<file path="src/rtl/cfg_loader_pkg.sv">
// Shared definitions for the serial configuration loader: frame geometry
// and the FSM state encoding.
package cfg_loader_pkg;

  localparam int FRAME_BITS = 16;
  localparam int HDR_BITS   = 8;
  // Frame bit carrying R/nW (1 = read); it is the first bit on the wire.
  localparam int RNW_BIT    = 15;

  typedef enum logic [2:0] {
    ST_IDLE   = 3'd0,
    ST_HDR    = 3'd1,
    ST_RD_REQ = 3'd2,
    ST_RD_CAP = 3'd3,
    ST_DATA   = 3'd4,
    ST_COMMIT = 3'd5,
    ST_DRAIN  = 3'd6
  } state_t;

endpackage

</file>
<file path="src/rtl/cfg_sync2.sv">
// Two-flop synchronizer for one asynchronous input; reset value selects the
// idle level so a reset never manufactures an edge on the synchronized side.
module cfg_sync2 #(
  parameter logic RESET_VAL = 1'b0
) (
  input  logic clk,
  input  logic rst,
  input  logic d,
  output logic q
);

  logic meta;

  // Two-stage capture of the asynchronous input.
  always_ff @(posedge clk) begin
    if (rst) begin
      meta <= RESET_VAL;
      q    <= RESET_VAL;
    end else begin
      meta <= d;
      q    <= meta;
    end
  end

endmodule

</file>
<file path="src/rtl/cfg_loader.sv">
// Serial (SPI-like, mode 0) configuration loader. A 16-bit frame carries
// R/nW, a 7-bit address and 8 bits of write data; writes become a single
// memory write strobe, reads fetch one byte and shift it back on cfg_sdo.
//
// Handshake: mem_wr_en / mem_rd_en are single-cycle strobes, never both high;
// mem_addr (and mem_wdata for writes) is stable in the strobe cycle, and
// mem_rdata is taken exactly one clk after mem_rd_en.
module cfg_loader
  import cfg_loader_pkg::*;
#(
  parameter int NUM_ADDRESSES = 8
) (
  input  logic       clk,
  input  logic       rst,
  input  logic       cfg_csn,
  input  logic       cfg_sclk,
  input  logic       cfg_sdi,
  output logic       cfg_sdo,
  output logic [7:0] mem_addr,
  output logic [7:0] mem_wdata,
  output logic       mem_wr_en,
  output logic       mem_rd_en,
  input  logic [7:0] mem_rdata,
  output logic       busy,
  output logic       frame_err,
  output logic [2:0] dbg_state
);

  localparam logic [4:0] HDR_LAST    = 5'(HDR_BITS - 1);
  localparam logic [4:0] FRAME_LAST  = 5'(FRAME_BITS - 1);
  // Readback shifts only after the first data-phase sample, so the falling
  // edge that closes the header never skips bit 7.
  localparam logic [4:0] SHIFT_FIRST = 5'(HDR_BITS + 1);
  localparam int         HDR_RNW     = RNW_BIT - HDR_BITS;
  localparam logic [8:0] ADDR_LIMIT  = 9'(NUM_ADDRESSES);

  state_t     state, next_state;
  logic       csn_s, sclk_s, sdi_s, sclk_d;
  logic       sclk_rise, sclk_fall;
  logic [1:0] settle;
  logic       armed;
  logic [4:0] bit_cnt;
  logic [6:0] shift_in;
  logic [6:0] out_sr;
  logic       rnw, addr_ok;
  logic [7:0] hdr, hdr_addr, rd_byte;
  logic       addr_legal;

  cfg_sync2 #(.RESET_VAL(1'b1)) u_sync_csn  (.clk(clk), .rst(rst), .d(cfg_csn),  .q(csn_s));
  cfg_sync2 #(.RESET_VAL(1'b0)) u_sync_sclk (.clk(clk), .rst(rst), .d(cfg_sclk), .q(sclk_s));
  cfg_sync2 #(.RESET_VAL(1'b0)) u_sync_sdi  (.clk(clk), .rst(rst), .d(cfg_sdi),  .q(sdi_s));

  assign sclk_rise  = sclk_s & ~sclk_d;
  assign sclk_fall  = ~sclk_s & sclk_d;
  assign hdr        = {shift_in, sdi_s};
  assign hdr_addr   = {1'b0, hdr[6:0]};
  assign addr_legal = {1'b0, hdr_addr} < ADDR_LIMIT;
  assign rd_byte    = addr_ok ? mem_rdata : 8'h00;
  assign dbg_state  = state;

  // Third sclk flop for edge detection; settle/armed gate frame start until
  // the synchronizers have flushed and csn has been seen high, so a reset
  // in the middle of a frame ignores the rest of that frame.
  always_ff @(posedge clk) begin
    if (rst) begin
      sclk_d <= 1'b0;
      settle <= 2'd0;
      armed  <= 1'b0;
    end else begin
      sclk_d <= sclk_s;
      if (settle != 2'd3) settle <= settle + 2'd1;
      if (settle == 2'd3 && csn_s) armed <= 1'b1;
    end
  end

  // State register.
  always_ff @(posedge clk) begin
    if (rst) state <= ST_IDLE;
    else     state <= next_state;
  end

  // Next-state logic; csn rising in HDR/DATA aborts the frame.
  always_comb begin
    next_state = state;
    case (state)
      ST_IDLE:   if (armed && !csn_s) next_state = ST_HDR;
      ST_HDR: begin
        if (csn_s) next_state = ST_IDLE;
        else if (sclk_rise && bit_cnt == HDR_LAST)
          next_state = hdr[HDR_RNW] ? ST_RD_REQ : ST_DATA;
      end
      ST_RD_REQ: next_state = ST_RD_CAP;
      ST_RD_CAP: next_state = ST_DATA;
      ST_DATA: begin
        if (csn_s) next_state = ST_IDLE;
        else if (sclk_rise && bit_cnt == FRAME_LAST)
          next_state = rnw ? ST_DRAIN : ST_COMMIT;
      end
      ST_COMMIT: next_state = ST_DRAIN;
      ST_DRAIN:  if (csn_s) next_state = ST_IDLE;
      default:   next_state = ST_IDLE;
    endcase
  end

  // Moore outputs; illegal addresses suppress the strobes.
  always_comb begin
    mem_rd_en = (state == ST_RD_REQ) && addr_ok;
    mem_wr_en = (state == ST_COMMIT) && addr_ok;
    busy      = (state != ST_IDLE);
  end

  // Frame datapath: bit counting, header decode, write data, readback shift.
  always_ff @(posedge clk) begin
    if (rst) begin
      bit_cnt   <= '0;
      shift_in  <= '0;
      out_sr    <= '0;
      cfg_sdo   <= 1'b0;
      mem_addr  <= '0;
      mem_wdata <= '0;
      rnw       <= 1'b0;
      addr_ok   <= 1'b0;
      frame_err <= 1'b0;
    end else begin
      case (state)
        ST_IDLE: begin
          bit_cnt <= '0;
          if (next_state == ST_HDR) frame_err <= 1'b0;
        end
        ST_HDR: begin
          if (csn_s) frame_err <= 1'b1;
          else if (sclk_rise) begin
            shift_in <= hdr[6:0];
            bit_cnt  <= bit_cnt + 5'd1;
            if (bit_cnt == HDR_LAST) begin
              rnw      <= hdr[HDR_RNW];
              mem_addr <= hdr_addr;
              addr_ok  <= addr_legal;
              if (!addr_legal) frame_err <= 1'b1;
            end
          end
        end
        ST_RD_CAP: begin
          out_sr  <= rd_byte[6:0];
          cfg_sdo <= rd_byte[7];
        end
        ST_DATA: begin
          if (csn_s) frame_err <= 1'b1;
          else begin
            if (sclk_rise) begin
              shift_in <= hdr[6:0];
              bit_cnt  <= bit_cnt + 5'd1;
              if (!rnw && bit_cnt == FRAME_LAST) mem_wdata <= hdr;
            end
            if (rnw && sclk_fall && bit_cnt >= SHIFT_FIRST) begin
              out_sr  <= {out_sr[5:0], 1'b0};
              cfg_sdo <= out_sr[6];
            end
          end
        end
        default: ;
      endcase
    end
  end

endmodule

</file>
<file path="config.mk">
export PLATFORM = sky130hd
export DESIGN_NAME = cfg_loader
export DESIGN_NICKNAME = d
export VERILOG_FILES = /design/src/rtl/cfg_loader_pkg.sv /design/src/rtl/cfg_sync2.sv /design/src/rtl/cfg_loader.sv
export SDC_FILE = /design/constraint.sdc
export NUM_CORES = 1
export LEC_CHECK = 0
export BUFFER_PORTS_ARGS = -buffer_cell sky130_fd_sc_hd__buf_2
export CORE_UTILIZATION = 26
export CTS_CLUSTER_SIZE = 24
export DETAILED_ROUTE_END_ITERATION = 7
export PLACE_DENSITY = 0.47
export SLEW_MARGIN = 20
export SYNTH_ARGS = -nofsm -noshare
export SYNTH_HDL_FRONTEND = slang
export SYNTH_SLANG_ARGS = --single-unit
</file>
<file path="constraint.sdc">
create_clock -name clk -period 2.05 [get_ports clk]
set_input_delay 0.3075 -clock clk [delete_from_list [all_inputs] [get_ports clk]]
set_output_delay 0.3075 -clock clk [all_outputs]
set_load 0.01 [all_outputs]
</file>
## Yosys cells after proc, flatten, opt, wreduce, memory -nomap -nowiden

Index checks and enable logic that the tools add are counted.

| storage, ports and cells | value |
|---|---|
| bits in latches | 0 |
| memory bits (writable) | 0 |
| register bits | 51 |
| memory bits (read-only) | 0 |
| memories kept | 0 |

| cells by class | value |
|---|---|
| order comparisons | 2 |
| div/mod/pow operators | 0 |
| reduce and logical (&&, ||, !) cells | 23 |
| bitwise gates (word level) | 5 |
| shift operators | 0 |
| multipliers | 0 |
| eq/ne operators | 20 |
| mux-type cells | 26 |
| add/sub/neg operators | 2 |

Operator list:

| cell | count |
|---|---|
| 3-bit 2-to-1 mux | 7 |
| 3-bit case mux with 7 select lines | 1 |
| 7-bit 2-to-1 mux | 2 |
| 7-bit case mux with 2 select lines | 1 |
| 5-bit 2-to-1 mux | 2 |
| 2-bit != test, second input constant | 5 |
| 5-bit case mux with 2 select lines | 1 |
| 3-bit equality test, second input constant | 3 |
| 1-bit logical AND | 9 |
| 3-bit by 2-bit != test with 1-bit output, second input constant | 3 |
| 3-bit AND reduction | 3 |
| 1-bit 2-to-1 mux | 8 |
| 8-bit 2-to-1 mux | 1 |
| 4-bit AND reduction | 2 |
| 7-bit by 4-bit < comparator with 1-bit output, second input constant | 1 |
| 3-bit by 1-bit equality test with 1-bit output, second input constant | 2 |
| 3-bit by 2-bit equality test with 1-bit output, second input constant | 2 |
| 6-bit AND reduction | 1 |
| 3-bit nonzero test | 2 |
| 5-bit by 1-bit adder with 5-bit output, second input constant | 1 |
| 5-bit by 3-bit equality test with 1-bit output, second input constant | 1 |
| 5-bit by 4-bit equality test with 1-bit output, second input constant | 1 |
| 5-bit by 4-bit greater-or-equal comparator with 1-bit output, second input constant | 1 |
| 2-bit by 1-bit != test with 1-bit output, second input constant | 2 |
| 11 further kinds | 16 |

## Longest topological paths before layout

Gate-level depths: netlist (run 1).

| depth | value |
|---|---|
| depth after elaboration | 9 |
| gate-level depth with buffers | 8 |

## Hierarchy

Synthesis (run 1) repeated with hierarchy kept, for this count alone.

| second synthesis, totals | value |
|---|---|
| cells, all modules | 229 |
| area, all modules | 2170.8 µm² |

Modules (own cells, without submodules):

| module | cells an instance | times used | area each (µm²) |
|---|---|---|---|
| cfg_loader | 217 | 1 | 2013.2 |
| cfg_sync2 | 4 | 3 | 52.6 |

## Worst setup path before layout (run 1)

No wires, ideal clock.

| timing | value |
|---|---|
| path type | register to register |
| from | reg state[2] (netlist: dbg_state[2]) |
| to | reg mem_wdata[1] |
| required time | 1.912 ns |
| library setup time | 0.138 ns |
| cell stages (with the launch flop) | 9 |
| slack | 0.261 ns |
| arrival | 1.651 ns |
| path through | dfxtp_1 -> buf_6 -> and2b_4 -> nand2b_1 -> buf_6 -> or4_4 -> buf_6 -> nand2_1 -> a21oi_1 |

| on the way | value |
|---|---|
| word-level cells in the longest chain between the ends | 2 |

RTL lines:

| item | RTL line | text |
|---|---|---|
| start, declared | cfg_loader.sv:37 | `state_t state, next_state;` |
| start signal, assigned | cfg_loader.sv:79 | `else state <= next_state;` |
| 3-bit equality test | cfg_loader.sv:125 | `case (state)` |
| 4-bit AND reduction (no source line) | - |  |
| end signal, assigned | cfg_loader.sv:153 | `if (!rnw && bit_cnt == FRAME_LAST) mem_wdata <= hdr;` |
| end, declared | cfg_loader.sv:20 | `output logic [7:0] mem_wdata,` |

Every way passes these cells.
A chain may end at the register's enable or synchronous reset.

## Worst setup path in the final report (run 1)

| timing | value |
|---|---|
| from | reg bit_cnt[1] |
| to | reg cfg_sdo |

| on the way | value |
|---|---|
| word-level cells in the longest chain between the ends | 4 |

RTL lines:

| item | RTL line | text |
|---|---|---|
| start, declared | cfg_loader.sv:42 | `logic [4:0] bit_cnt;` |
| start signal, assigned | cfg_loader.sv:134 | `bit_cnt <= bit_cnt + 5'd1;` |
| start signal, assigned | cfg_loader.sv:152 | `bit_cnt <= bit_cnt + 5'd1;` |
| 5-bit by 4-bit greater-or-equal comparator with 1-bit output | cfg_loader.sv:155 | `if (rnw && sclk_fall && bit_cnt >= SHIFT_FIRST) begin` |
| 1-bit logical AND | cfg_loader.sv:155 |  |
| 2-bit != test (no source line) | - |  |
| 3-bit AND reduction (no source line) | - |  |
| end signal, assigned | cfg_loader.sv:145 | `cfg_sdo <= rd_byte[7];` |
| end signal, assigned | cfg_loader.sv:157 | `cfg_sdo <= out_sr[6];` |
| end, declared | cfg_loader.sv:18 | `output logic cfg_sdo,` |

Every way passes these cells.

==> results.txt, run 1 <==
----------------------------------------------------
[Drt]
  1st-pass router iterations ... 4
  Remaining routing DRC violations ... 0
  Via Count ... roughly 1800
  Avg Vias per Cell ... 4.71
  Sum of routed wire length over all layers ... 5400 um
  First-iteration detailed-routing DRC count ... between 80 and 90
  Avg WL per Cell ... 13.8 um
  Number of routed nets with antenna violations ... 0

[STA]
  Total setup violations reported at the end of the flow ... 0
  Hold Violations, Final ... 0
  Accumulated negative setup slack ... 0 ns
  Count of final max-slew check failures ... 0
  RSZ-0062 raised after global routing ... no
  Worst-case headroom to the max-slew limit ... 52.6%
  Final worst path period share ... 94.0%
  Clk_skew ... 0.00495 ns
  Pin slew with the least headroom to its limit ... 0.711 ns
  Fmax ... 519 MHz
  Post-route setup slack ... 0.124 ns
  Final critical path time including I/O delays and setup ... 1.93 ns

[Worst setup path]
  Worst Setup SP ... bit_cnt[1]$_SDFFE_PP0P_
  Largest driver fanout on the critical path ... 8
  CP startpoint kind ... flip-flop
  Internal reg-to-reg setup slack ... 0.12 ns
  Launch instance of the worst register-to-register path ... bit_cnt[1]$_SDFFE_PP0P_
  Worst path required time ... 2.27 ns
  Arr. time, crit path ... ~2.2 ns
  Endpoint of the most critical setup path ... cfg_sdo$_SDFFE_PP0P_
  Nature of the critical path endpoint ... flip-flop
  Endpoint of the most critical register-to-register path ... cfg_sdo$_SDFFE_PP0P_
  Category of the critical setup timing path ... flip-flop to flip-flop
  FF-to-FF path depth ... 7

[Global route]
  Global Route Usage Sum ... 12.1%
  Met2 global-route usage ... 19.3%
  Met1 GRT Util ... between 15 and 20%
  Met3 Resource Use GR ... ~2.6%
  Initial antenna violation count ... 0
  Pin count of the biggest net entering global routing ... 31
  Vias in the first global route ... around 1700
  Total overflow reported by the global router ... 0
  Busiest layer in global routing ... met2
  Global-route wire length before repair ... 8450 um

[Layout]
  Post-layout net count ... 302
  Share of final-layout standard cells stronger than drive strength 1 ... 27.3%
  Number of antenna repair diodes ... 0
  Filler Cells Inserted ... 904
  Total area of sequential cells ... around 1000 sq um
  Multi-input gate area in the final layout ... around 1200 sq um
  Area growth from synthesis to layout ... 19.4%

[Die]
  I/O Pins ... 37
  Area of the core region ... 8340 sq um
  Height of the die ... 95.5 um
  Area of the die ... 9130 sq um
  Chip Width ... between 90 and 100 um
  Initial core utilization ... a little over a quarter
  Std cell rows ... 33

[Outcome]
  Run status ... finished, final reports clean

[Synthesis]
  Yosys reg bits ... 51
  Library cells used by synthesis ... between 40 and 50
  Syn Std Cell Area ... 2270 sq um
  Number of flops mapped to enable cells by yosys ... 0
  Register area share after synthesis ... between 40% and 50%
  Synthesized area divided by synthesized cell count ... 9.21 sq um
  Syn Nets ... 264
  Number of warnings reported in the yosys synthesis log ... 0
  Post-synthesis instance total ... 247
  Async set-or-reset flop fraction in the synthesized netlist ... 0%
  Dominant register cell in the synthesized netlist ... sky130_fd_sc_hd__dfxtp_1

[Placed design]
  Worst setup slack before clock tree synthesis ... 0.0992 ns
  Count of buffers inserted at the top-level ports ... 35
  Final weighted congestion in routability-driven placement ... 0.817
  HPWL reported at the end of detailed placement ... between 3000 and 4000 um

[Clock network]
  TritonCTS clock tree ... done
  Cts hold-fix bufs ... 0
  Clock transition time at the flip-flop clock pins of the worst setup and hold paths ... approximately 0.1 ns
  CTS Buf Count ... 5
  Maximum number of buffers from clock root to sink ... 2
  H-tree depth reported by CTS ... 2
  Clock insertion delay at the later pin of the skew report ... between 0.3 and 0.4 ns
  Sinks on Clock Net ... 51
  Cell at the root of the clock tree ... sky130_fd_sc_hd__clkbuf_8

[Pwr]
  Pwr dens ... between 600 and 700 nW/um^2
  Maximum vdd drop ... ~220 uV
  Leakage power ... 1.09 nW

[Hold path]
  Hold Crit Start ... cfg_csn
  Path type of the worst min-delay path ... input port to flip-flop

[Flow run]
  Maxcap violations ... 0

----------------------------------------------------
-- synthesized netlist by cell type, types with 3 or more instances --
master / count / area [sq um]
sky130_fd_sc_hd__or2_2: 3 / 18.8
sky130_fd_sc_hd__buf_6: 4 / 45.0
sky130_fd_sc_hd__nand2_1: 29 / 109
sky130_fd_sc_hd__nor2b_1: 8 / 50.1
sky130_fd_sc_hd__nor2_1: 35 / 131
sky130_fd_sc_hd__a311oi_2: 5 / 75.1
sky130_fd_sc_hd__buf_2: 3 / 15.0
sky130_fd_sc_hd__clkbuf_1: 9 / 33.8
sky130_fd_sc_hd__ha_1: 4 / 50.1
sky130_fd_sc_hd__dfxtp_1: 51 / 1020
sky130_fd_sc_hd__a31oi_1: 3 / 18.8
sky130_fd_sc_hd__mux2i_1: 18 / 180
sky130_fd_sc_hd__a21oi_1: 15 / 75.1
sky130_fd_sc_hd__nand3_1: 8 / 40.0
sky130_fd_sc_hd__nor3b_1: 3 / 22.5
sky130_fd_sc_hd__inv_1: 6 / 22.5
sky130_fd_sc_hd__and3_1: 3 / 18.8
sky130_fd_sc_hd__a311oi_1: 4 / 35.0
-- worst min-delay path by stage --
stage,slack [ns],endpoint,depth (start not counted)
global placement,0.39,u_sync_csn.q$_SDFF_PP1_,1
CTS,0.16,u_sync_csn.meta$_SDFF_PP1_,2
detailed placement,0.41,u_sync_csn.q$_SDFF_PP1_,1
floorplan,0.39,u_sync_csn.q$_SDFF_PP1_,1
finish,0.18,u_sync_csn.meta$_SDFF_PP1_,2
global route,0.17,u_sync_csn.meta$_SDFF_PP1_,2
-- flip-flops by register name, indices dropped and copies added, names as in the netlist --
register,count
addr_ok,1
dbg_state,3
out_sr,7
u_sync_csn.q,1
u_sync_sclk.q,1
u_sync_csn.meta,1
settle,2
cfg_sdo,1
u_sync_sclk.meta,1
frame_err,1
mem_addr,7
sclk_d,1
bit_cnt,5
u_sync_sdi.meta,1
rnw,1
shift_in,7
mem_wdata,8
u_sync_sdi.q,1
armed,1
-- cell families after synthesis --
logic type,count (synthesis),synth area share (%)
AOI/OAI and AO/OA,41,14.7
xor gates and xnor gates,1,0.385
buffers and inverters,24,5.77
other,1,0.165
muxes,18,7.92
DFF,51,44.9
and+or+nand+nor,107,24.0
adders and majority gates,4,2.20
-- cells in the final DEF (no fill, tap or decap), types with 2 or more instances in the layout --
| cell | instances |
|---|---|
| sky130_fd_sc_hd__dfxtp_1 | 50 |
| sky130_fd_sc_hd__nor2_1 | 35 |
| sky130_fd_sc_hd__buf_2 | 35 |
| sky130_fd_sc_hd__nand2_1 | 29 |
| sky130_fd_sc_hd__mux2i_1 | 18 |
| sky130_fd_sc_hd__a21oi_1 | 15 |
| sky130_fd_sc_hd__buf_4 | 12 |
| sky130_fd_sc_hd__nor2b_1 | 8 |
| sky130_fd_sc_hd__nand3_1 | 8 |
| sky130_fd_sc_hd__inv_1 | 6 |
| sky130_fd_sc_hd__a311oi_2 | 5 |
| sky130_fd_sc_hd__clkbuf_8 | 5 |
| sky130_fd_sc_hd__a311oi_1 | 4 |
| sky130_fd_sc_hd__ha_1 | 4 |
| sky130_fd_sc_hd__and3_1 | 3 |
| sky130_fd_sc_hd__a31oi_1 | 3 |
| sky130_fd_sc_hd__or2_2 | 3 |
| sky130_fd_sc_hd__nor3b_1 | 2 |
| sky130_fd_sc_hd__nand2b_1 | 2 |
| sky130_fd_sc_hd__nor2_2 | 2 |
| sky130_fd_sc_hd__or3_1 | 2 |
| sky130_fd_sc_hd__o21ai_0 | 2 |
| sky130_fd_sc_hd__nor3_1 | 2 |
-- per-stage QoR --
step	power (W)	area [sq um]	cells	hold slack, ns	util [%]
3_5_place_dp	0.00112	2570	380	0.408	30.8
5_1_grt	0.00180	2720	391	0.175	32.6
2_1_floorplan	0.00109	2270	247	0.389	-
6_report	0.00172	2720	391	0.176	32.6
4_1_cts	0.00175	2660	388	0.162	31.9
3_3_place_gp	0.00112	2570	380	0.394	30.8
-- power by group --
part / internal [W] / switching (W) / total (W)
sequential: 0.00101 / 0.00000917 / 0.00102
combinational: 0.0000352 / 0.0000447 / 0.0000799
clock: 0.000254 / 0.000365 / 0.000619
-- final cells by class --
type                            count  area share (%)
Timing Repair Buffer               48            10.5
Sequential cell                    51            37.6
Inverter                            6           0.829
Multi-Input combinational cell    173            42.7
Tap cell                          105            4.84
Clock inverter                      3            1.01
Clock buffer                        5            2.53
-- what timing repair did --
action,CTS,global route
setup endpoints to repair,0,15
buffers inserted,0,2
gates resized for setup,0,4
-- critical path: stages (launching register included) --
cell and delay [ns]:
sky130_fd_sc_hd__dfxtp_2 0.39, sky130_fd_sc_hd__inv_1 0.05, sky130_fd_sc_hd__ha_1 0.17, sky130_fd_sc_hd__or4_1 0.46, sky130_fd_sc_hd__a21oi_4 0.24, sky130_fd_sc_hd__o32ai_4 0.18
sky130_fd_sc_hd__buf_4 0.18, sky130_fd_sc_hd__a311oi_2 0.18
-- per-layer routing --
layer	part of all wire, %	wire length, um
met4	1.2	63
met2	47	2540
met5	0	0
met3	3.4	184
met1	48	2610
Note: power is estimated with default switching activity, not from simulation.
==> inputs of run 2 (changes only) <==
BUFFER_PORTS_ARGS = unset   (was -buffer_cell sky130_fd_sc_hd__buf_2)
DONT_BUFFER_PORTS = 1   (was unset)
PLACE_DENSITY = 0.43   (was 0.47)
clock period = 2.4 ns   (was 2.05 ns; I/O delays follow)
==> run 2 against run 1 <==
  * Register-to-register slack gained 0.30 ns
  * Highest routed layer unchanged
  * Combinational power shrank 55%
  * First-iteration DRC count grew 52%
  * Via count shrank 11%
  * Die area is the same
  * Critical endpoint is now out_sr[5]$_SDFFE_PP0P_
==> results.txt, run 2 (same netlist as run 1, synthesis figures left out) <==
----------------------------------------------------
[Outcome]
  Run status ... finished, final reports clean

[Layout]
  Most frequent standard cell in the layout excluding fill and tap cells ... sky130_fd_sc_hd__dfxtp_1
  Post-layout net count ... 259 (-14%)
  Area growth from synthesis to layout ... 7.10%
  Share of final-layout standard cells stronger than drive strength 1 ... 13.2% (-14 points)
  Final cell count without fillers ... 348 (-11%)
  Filler Cells Inserted ... 915 (+1.2%)
  Most frequent cells in the layout ... sky130_fd_sc_hd__dfxtp_1 (51), sky130_fd_sc_hd__nor2_1 (35), sky130_fd_sc_hd__nand2_1 (29)
  Number of antenna repair diodes ... 0 (unchanged)
  Top reg by flops ... mem_wdata
  Number of flip-flops under the largest register name ... 8 (unchanged)

[STA]
  Clk_skew ... 0.0110 ns (+0.00603 ns)
  Accumulated negative setup slack ... 0 ns (unchanged)
  Total setup violations reported at the end of the flow ... 0 (unchanged)
  Worst-case headroom to the max-slew limit ... 50.3% (-2.3 points)
  Final worst path period share ... 82.2% (-12 points)
  Count of final max-slew check failures ... 0 (unchanged)
  Fmax ... 507 MHz (-2.4%)
  Final critical path time including I/O delays and setup ... 1.97 ns (+0.0471 ns)
  Hold Violations, Final ... 0 (unchanged)
  RSZ-0062 raised after global routing ... no
  Pin slew with the least headroom to its limit ... 0.746 ns (+0.0343 ns)

[Die]
  I/O Pins ... 37 (unchanged)
  Chip Width ... 95.5 um (unchanged)
  Height of the die ... 95.5 um (unchanged)
  Std cell rows ... 33 (unchanged)
  Area of the die ... 9130 sq um (unchanged)
  Initial core utilization ... 27.3% (unchanged)
  Area of the core region ... 8340 sq um (unchanged)

[Clock network]
  TritonCTS clock tree ... done
  Number of setup buffers added after CTS ... 0 (unchanged)
  Number of gates resized after cts ... 0 (unchanged)
  CTS Buf Count ... 5 (unchanged)
  Clock insertion delay at the later pin of the skew report ... 0.31 ns (about the same)
  H-tree depth reported by CTS ... 2 (unchanged)
  Sinks on Clock Net ... 51 (unchanged)
  Maximum number of buffers from clock root to sink ... 2 (unchanged)
  Cell at the root of the clock tree ... sky130_fd_sc_hd__clkbuf_8
  Clock transition time at the flip-flop clock pins of the worst setup and hold paths ... 0.11 ns (about the same)
  Cts hold-fix bufs ... 0 (unchanged)

[Drt]
  Sum of routed wire length over all layers ... 5070 um (-6.1%)
  Remaining routing DRC violations ... 0 (unchanged)
  First-iteration detailed-routing DRC count ... 128 (+52%)
  1st-pass router iterations ... 4 (unchanged)
  Wl on met1 ... 2530 um (-3.2%)
  Highest metal layer used by the detailed router ... met4
  Detailed-routed wire length on met3 ... 265 um (+44%)
  Avg WL per Cell ... 14.6 um (+5.6%)
  Via Count ... 1636 (-11%)
  Number of routed nets with antenna violations ... 0 (unchanged)
  Avg Vias per Cell ... 4.70 (-0.15%)
  WL met2 ... 2240 um (-12%)

[Worst setup path]
  CP startpoint kind ... flip-flop
  Category of the critical setup timing path ... flip-flop to flip-flop
  Largest driver fanout on the critical path ... 15 (+7)
  Arr. time, crit path ... 2.19 ns (+0.04 ns)
  Nature of the critical path endpoint ... flip-flop
  Worst path required time ... 2.62 ns (+0.35 ns)
  Launch instance of the worst register-to-register path ... bit_cnt[0]$_SDFFE_PP0P_
  FF-to-FF path depth ... 6 (-1)
  Internal reg-to-reg setup slack ... 0.43 ns (+0.30 ns)
  Endpoint of the most critical setup path ... out_sr[5]$_SDFFE_PP0P_
  Worst Setup SP ... bit_cnt[0]$_SDFFE_PP0P_
  Endpoint of the most critical register-to-register path ... out_sr[5]$_SDFFE_PP0P_

[Pwr]
  Share of total power in combinational logic ... 2.5% (-2.2 points)
  Pwr dens ... 589 nW/um^2 (-6.7%)
  Internal power of the cells ... 0.00109 W (-16%)
  Switching component of the power ... 0.000342 W (-18%)
  Maximum vdd drop ... 248 uV (+14%)
  Share of total power consumed by net switching ... 23.8% (-0.61 points)
  Flop pwr share ... 60.7% (+1.4 points)
  Leakage power ... 0.860 nW (-21%)
  Share of power burned in the clock network ... 36.8% (+0.7 points)

[Global route]
  Vias in the first global route ... 1543 (-12%)
  Total overflow reported by the global router ... 0 (unchanged)
  Global Route Usage Sum ... 11.8% (-0.30 points)
  Global-route wire length before repair ... 8200 um (-2.9%)
  Pin count of the biggest net entering global routing ... 52 (+68%)
  Initial antenna violation count ... 0 (unchanged)

[Placed design]
  HPWL reported at the end of detailed placement ... 3420 um (-6.5%)
  Final weighted congestion in routability-driven placement ... 0.790 (-3.3%)
  Cell count after placement ... 340 (-11%)
  Count of buffers inserted at the top-level ports ... 0 (-100%)

[Hold path]
  Path type of the worst min-delay path ... input port to flip-flop

[Flow run]
  Maxcap violations ... 0 (unchanged)

----------------------------------------------------
[run 2: worst min-delay path by stage]
stage | start | to | slack [ns] | depth (start not counted)
after floorplan | u_sync_csn.meta$_SDFF_PP1_ | u_sync_csn.q$_SDFF_PP1_ | 0.39 | 1
after global placement | u_sync_csn.meta$_SDFF_PP1_ | u_sync_csn.q$_SDFF_PP1_ | 0.40 | 1
after CTS | rst | mem_wdata[1]$_SDFFE_PP0P_ | 0.09 | 1
final | rst | dbg_state[0]$_SDFF_PP0_ | 0.10 | 1
after detailed placement | u_sync_csn.meta$_SDFF_PP1_ | u_sync_csn.q$_SDFF_PP1_ | 0.40 | 1
after global routing | rst | u_sync_sdi.meta$_SDFF_PP0_ | 0.08 | 1
[run 2: per-stage QoR]
| stage | hold slack, ns | util [%] | total power [W] | instance area, sq um | setup slack (ns) |
|---|---|---|---|---|---|
| 2_1_floorplan | 0.389 | - | 0.000933 | 2270 | 0.611 |
| 3_3_place_gp | 0.404 | 28.1 | 0.000925 | 2340 | 0.474 |
| 4_1_cts | 0.0890 | 29.2 | 0.00147 | 2440 | 0.420 |
| 5_1_grt | 0.0847 | 29.2 | 0.00150 | 2440 | 0.242 |
| 6_report | 0.101 | 29.2 | 0.00143 | 2440 | 0.427 |
| 3_5_place_dp | 0.403 | 28.1 | 0.000927 | 2340 | 0.450 |
[run 2: final cells by class]
class                           instances  area [sq um]  share of cell area [%]
Clock buffer                            5          68.8                    2.82
Tap cell                              105           131                    5.39
Multi-Input combinational cell        172          1120                    46.1
Timing Repair Buffer                    6          45.0                    1.85
Inverter                                6          22.5                   0.924
Clock inverter                          3          25.0                    1.03
Sequential cell                        51          1020                    41.9
[run 2: layer usage]
layer  up-vias  track usage (%)
met5         -                0
met4         0             2.99
met3         4             2.95
met2        35             18.3
met1       756             16.3
li1        841                -
[run 2: power groups by stage]
stage / logic, W / clock network [W] / registers, W
floorplan: 0.0000460 / 0 / 0.000887
global placement: 0.0000352 / 0 / 0.000890
detailed placement: 0.0000363 / 0 / 0.000891
CTS: 0.0000367 / 0.000562 / 0.000871
global route: 0.0000406 / 0.000585 / 0.000874
finish: 0.0000362 / 0.000528 / 0.000871
[run 2: worst max-delay path: stages (launching register included)]
cell and delay (ns):
sky130_fd_sc_hd__dfxtp_1 0.45, sky130_fd_sc_hd__ha_1 0.17, sky130_fd_sc_hd__or4_1 0.11, sky130_fd_sc_hd__a21oi_2 0.08
sky130_fd_sc_hd__o32ai_4 0.69, sky130_fd_sc_hd__nor2_1 0.12, sky130_fd_sc_hd__a311oi_2 0.26
==> inputs of run 3 (changes only) <==
PLACE_DENSITY = 0.45   (was 0.43)
clock period = 1.7 ns   (was 2.4 ns; I/O delays follow)
==> run 3 against run 2 <==
  * The run now ends with setup timing left
  * Fmax up 11%
  * Clock skew hardly changed
  * Worst setup slack worse by 0.51 ns
  * Sequential share of layout area shrank 6.1 points
  * Combinational power grew 100%
  * Critical path type unchanged
  * Sequential power rose by 40%
  * Design area grew 18%
  * Global-route usage is 1.3 points higher
  * Routed wire length increased by 17%
  * Count of clock-buffer cells in the layout is the same
==> results.txt, run 3 (same netlist as run 1, synthesis figures left out) <==
----------------------------------------------------
[Outcome]
  Run status ... finished, violations left
  Violations in the final reports ... setup timing

[Drt]
  First-iteration detailed-routing DRC count ... 104 (-19%)
  Avg Vias per Cell ... 4.77 (+1.4%)
  1st-pass router iterations ... 4 (unchanged)
  Number of routed nets with antenna violations ... 0 (unchanged)
  Remaining routing DRC violations ... 0 (unchanged)
  Sum of routed wire length over all layers ... 5930 um (+17%)
  Avg WL per Cell ... 15.5 um (+6.3%)
  Via Count ... 1826 (+12%)

[Pwr]
  Maximum vdd drop ... 404 uV (+63%)
  Leakage power ... 1.09 nW (+26%)
  Pwr dens ... 747 nW/um^2 (+27%)

[STA]
  Count of final max-slew check failures ... 0 (unchanged)
  Accumulated negative setup slack ... -0.695 ns (-0.695 ns)
  Fmax ... 560 MHz (+11%)
  Worst-case headroom to the max-slew limit ... 65.6% (+15 points)
  Clk_skew ... 0.0113 ns (+0.000311 ns)
  Final critical path time including I/O delays and setup ... 1.79 ns (-0.188 ns)
  Post-route setup slack ... -0.0852 ns (-0.512 ns)
  Hold Violations, Final ... 0 (unchanged)
  RSZ-0062 raised after global routing ... yes
  Pin slew with the least headroom to its limit ... 0.514 ns (-0.232 ns)
  Total setup violations reported at the end of the flow ... 16 (+16)
  Tightest hold margin ... 0.0160 ns (-0.0852 ns)
  Final worst path period share ... 105% (+23 points)

[Die]
  Initial core utilization ... 27.3% (unchanged)
  Height of the die ... 95.5 um (unchanged)
  I/O Pins ... 37 (unchanged)
  Area of the core region ... 8340 sq um (unchanged)
  Std cell rows ... 33 (unchanged)
  Chip Width ... 95.5 um (unchanged)
  Area of the die ... 9130 sq um (unchanged)

[Clock network]
  Maximum number of buffers from clock root to sink ... 2 (unchanged)
  TritonCTS clock tree ... done
  Clock insertion delay at the later pin of the skew report ... 0.30 ns (about the same)
  Clock transition time at the flip-flop clock pins of the worst setup and hold paths ... 0.10 ns (about the same)
  Sinks on Clock Net ... 51 (unchanged)
  H-tree depth reported by CTS ... 2 (unchanged)
  CTS Buf Count ... 5 (unchanged)
  Cell at the root of the clock tree ... sky130_fd_sc_hd__clkbuf_8

[Layout]
  Filler Cells Inserted ... 883 (-3.5%)
  Area growth from synthesis to layout ... 26.7%
  Most frequent standard cell in the layout excluding fill and tap cells ... sky130_fd_sc_hd__dfxtp_1
  Final design utilization ... 34.6% (+5.4 points)
  Final cell count without fillers ... 383 (+10%)
  Most frequent cells in the layout ... sky130_fd_sc_hd__dfxtp_1 (47), sky130_fd_sc_hd__buf_4 (32), sky130_fd_sc_hd__nor2_1 (31)
  Number of antenna repair diodes ... 0 (unchanged)
  Top reg by flops ... mem_wdata
  Share of final-layout standard cells stronger than drive strength 1 ... 32.4% (+19 points)
  Number of flip-flops under the largest register name ... 8 (unchanged)
  Final cell area excluding filler cells ... 2880 sq um (+18%)
  Post-layout net count ... 294 (+14%)

[Worst setup path]
  Slowest stage delay, CP ... 0.43 ns (-0.26 ns)
  Cells traversed along the worst timing path ... inv_2 > ha_2 > or4_4 > a21oi_4 > o32ai_4 > a311oi_2
  Nature of the critical path endpoint ... flip-flop
  Worst path required time ... 1.91 ns (-0.71 ns)
  Arr. time, crit path ... 1.99 ns (-0.20 ns)
  Category of the critical setup timing path ... flip-flop to flip-flop
  Largest driver fanout on the critical path ... 7 (-8)
  Slowest library cell on the worst path ... sky130_fd_sc_hd__or4_4
  CP startpoint kind ... flip-flop

[Placed design]
  Count of buffers inserted at the top-level ports ... 0 (unchanged)
  Final weighted congestion in routability-driven placement ... 0.727 (-8.0%)
  HPWL reported at the end of detailed placement ... 3580 um (+4.7%)
  Cell Area, Placed ... 2570 sq um (+9.6%)
  Cell count after placement ... 365 (+7.4%)

[Global route]
  Global Route Usage Sum ... 13.1% (+1.3 points)
  Total overflow reported by the global router ... 0 (unchanged)
  Pin count of the biggest net entering global routing ... 49 (-5.8%)
  Initial antenna violation count ... 0 (unchanged)
  Global-route wire length before repair ... 9130 um (+11%)
  Vias in the first global route ... 1727 (+12%)

[Hold path]
  Path type of the worst min-delay path ... input port to flip-flop

[Flow run]
  Maxcap violations ... 0 (unchanged)

----------------------------------------------------
run 3: changes by cell type in the layout (fill, tap and decap cells not counted), sizes merged:
cell	delta
buf	+30
bufinv	+1
clkinv	+2
clkinvlp	-1
dlygate4sd3	+3
inv	-2
o32ai	+1
or4	+1
run 3: final cells by class:
| cell class | count | area (sq um) | share of cell area [%] |
|---|---|---|---|
| clock buffer | 5 | 68.8 | 2.39 |
| sequential | 51 | 1030 | 35.8 |
| inverter | 6 | 22.5 | 0.781 |
| timing repair buffer | 39 | 333 | 11.5 |
| multi-input combinational | 174 | 1250 | 43.4 |
| clock inverter | 3 | 43.8 | 1.52 |
| tap | 105 | 131 | 4.56 |
run 3: per-stage QoR:
| stage | worst slack [ns] | total power, W |
|---|---|---|
| after detailed placement | -0.122 | 0.00131 |
| after global routing | -0.139 | 0.00224 |
| final | -0.0852 | 0.00215 |
| after floorplan | -0.0113 | 0.00132 |
| after global placement | -0.0591 | 0.00131 |
| after CTS | -0.0697 | 0.00219 |
run 3: repair_timing:
item | 4_1_cts | 5_1_grt
hold buffers | 1 | 2
endpoints found under the hold margin | 4 | 13
buffers inserted | 0 | 5
pin swaps | 5 | 7
gates cloned | 2 | 0
gates resized for setup | 8 | 22
endpoints found under the setup margin | 16 | 30
run 3: path summary, 6_finish.rpt:
check	cells after the start	endpoint	start	slack [ns]
worst max register to register	6	out_sr[4]$_SDFFE_PP0P_	bit_cnt[1]$_SDFFE_PP0P_	-0.09
worst max-delay path	6	out_sr[4]$_SDFFE_PP0P_	bit_cnt[1]$_SDFFE_PP0P_	-0.09
worst min register to register	1	u_sync_csn.q$_SDFF_PP1_	u_sync_csn.meta$_SDFF_PP1_	0.42
worst min-delay path	1	mem_addr[1]$_SDFFE_PP0P_	rst	0.02
run 3: critical path: cells and delay by family, from the launching register on:
kind	cells	cell delay, ns
AOI/OAI and AO/OA	3	0.70
buffers and inverters	1	0.04
and+or+nand+nor	1	0.43
adders and majority gates	1	0.15
DFF	1	0.37
run 3: layer usage:
layer	GRT usage [%]	share of wire [%]	vias to the layer above
met5	0	0	-
met4	2.24	0.27	0
met3	3.59	5.4	2
met2	20.2	46	41
met1	18.5	49	862
li1	-	-	921
run 3: power breakdown:
group	switching [W]	total (W)	internal, W	leakage [nW]
sequential	0.0000126	0.00122	0.00121	0.415
clock	0.000415	0.000854	0.000439	0.0581
combinational	0.0000382	0.0000736	0.0000355	0.612
total	0.000465	0.00215	0.00169	1.09
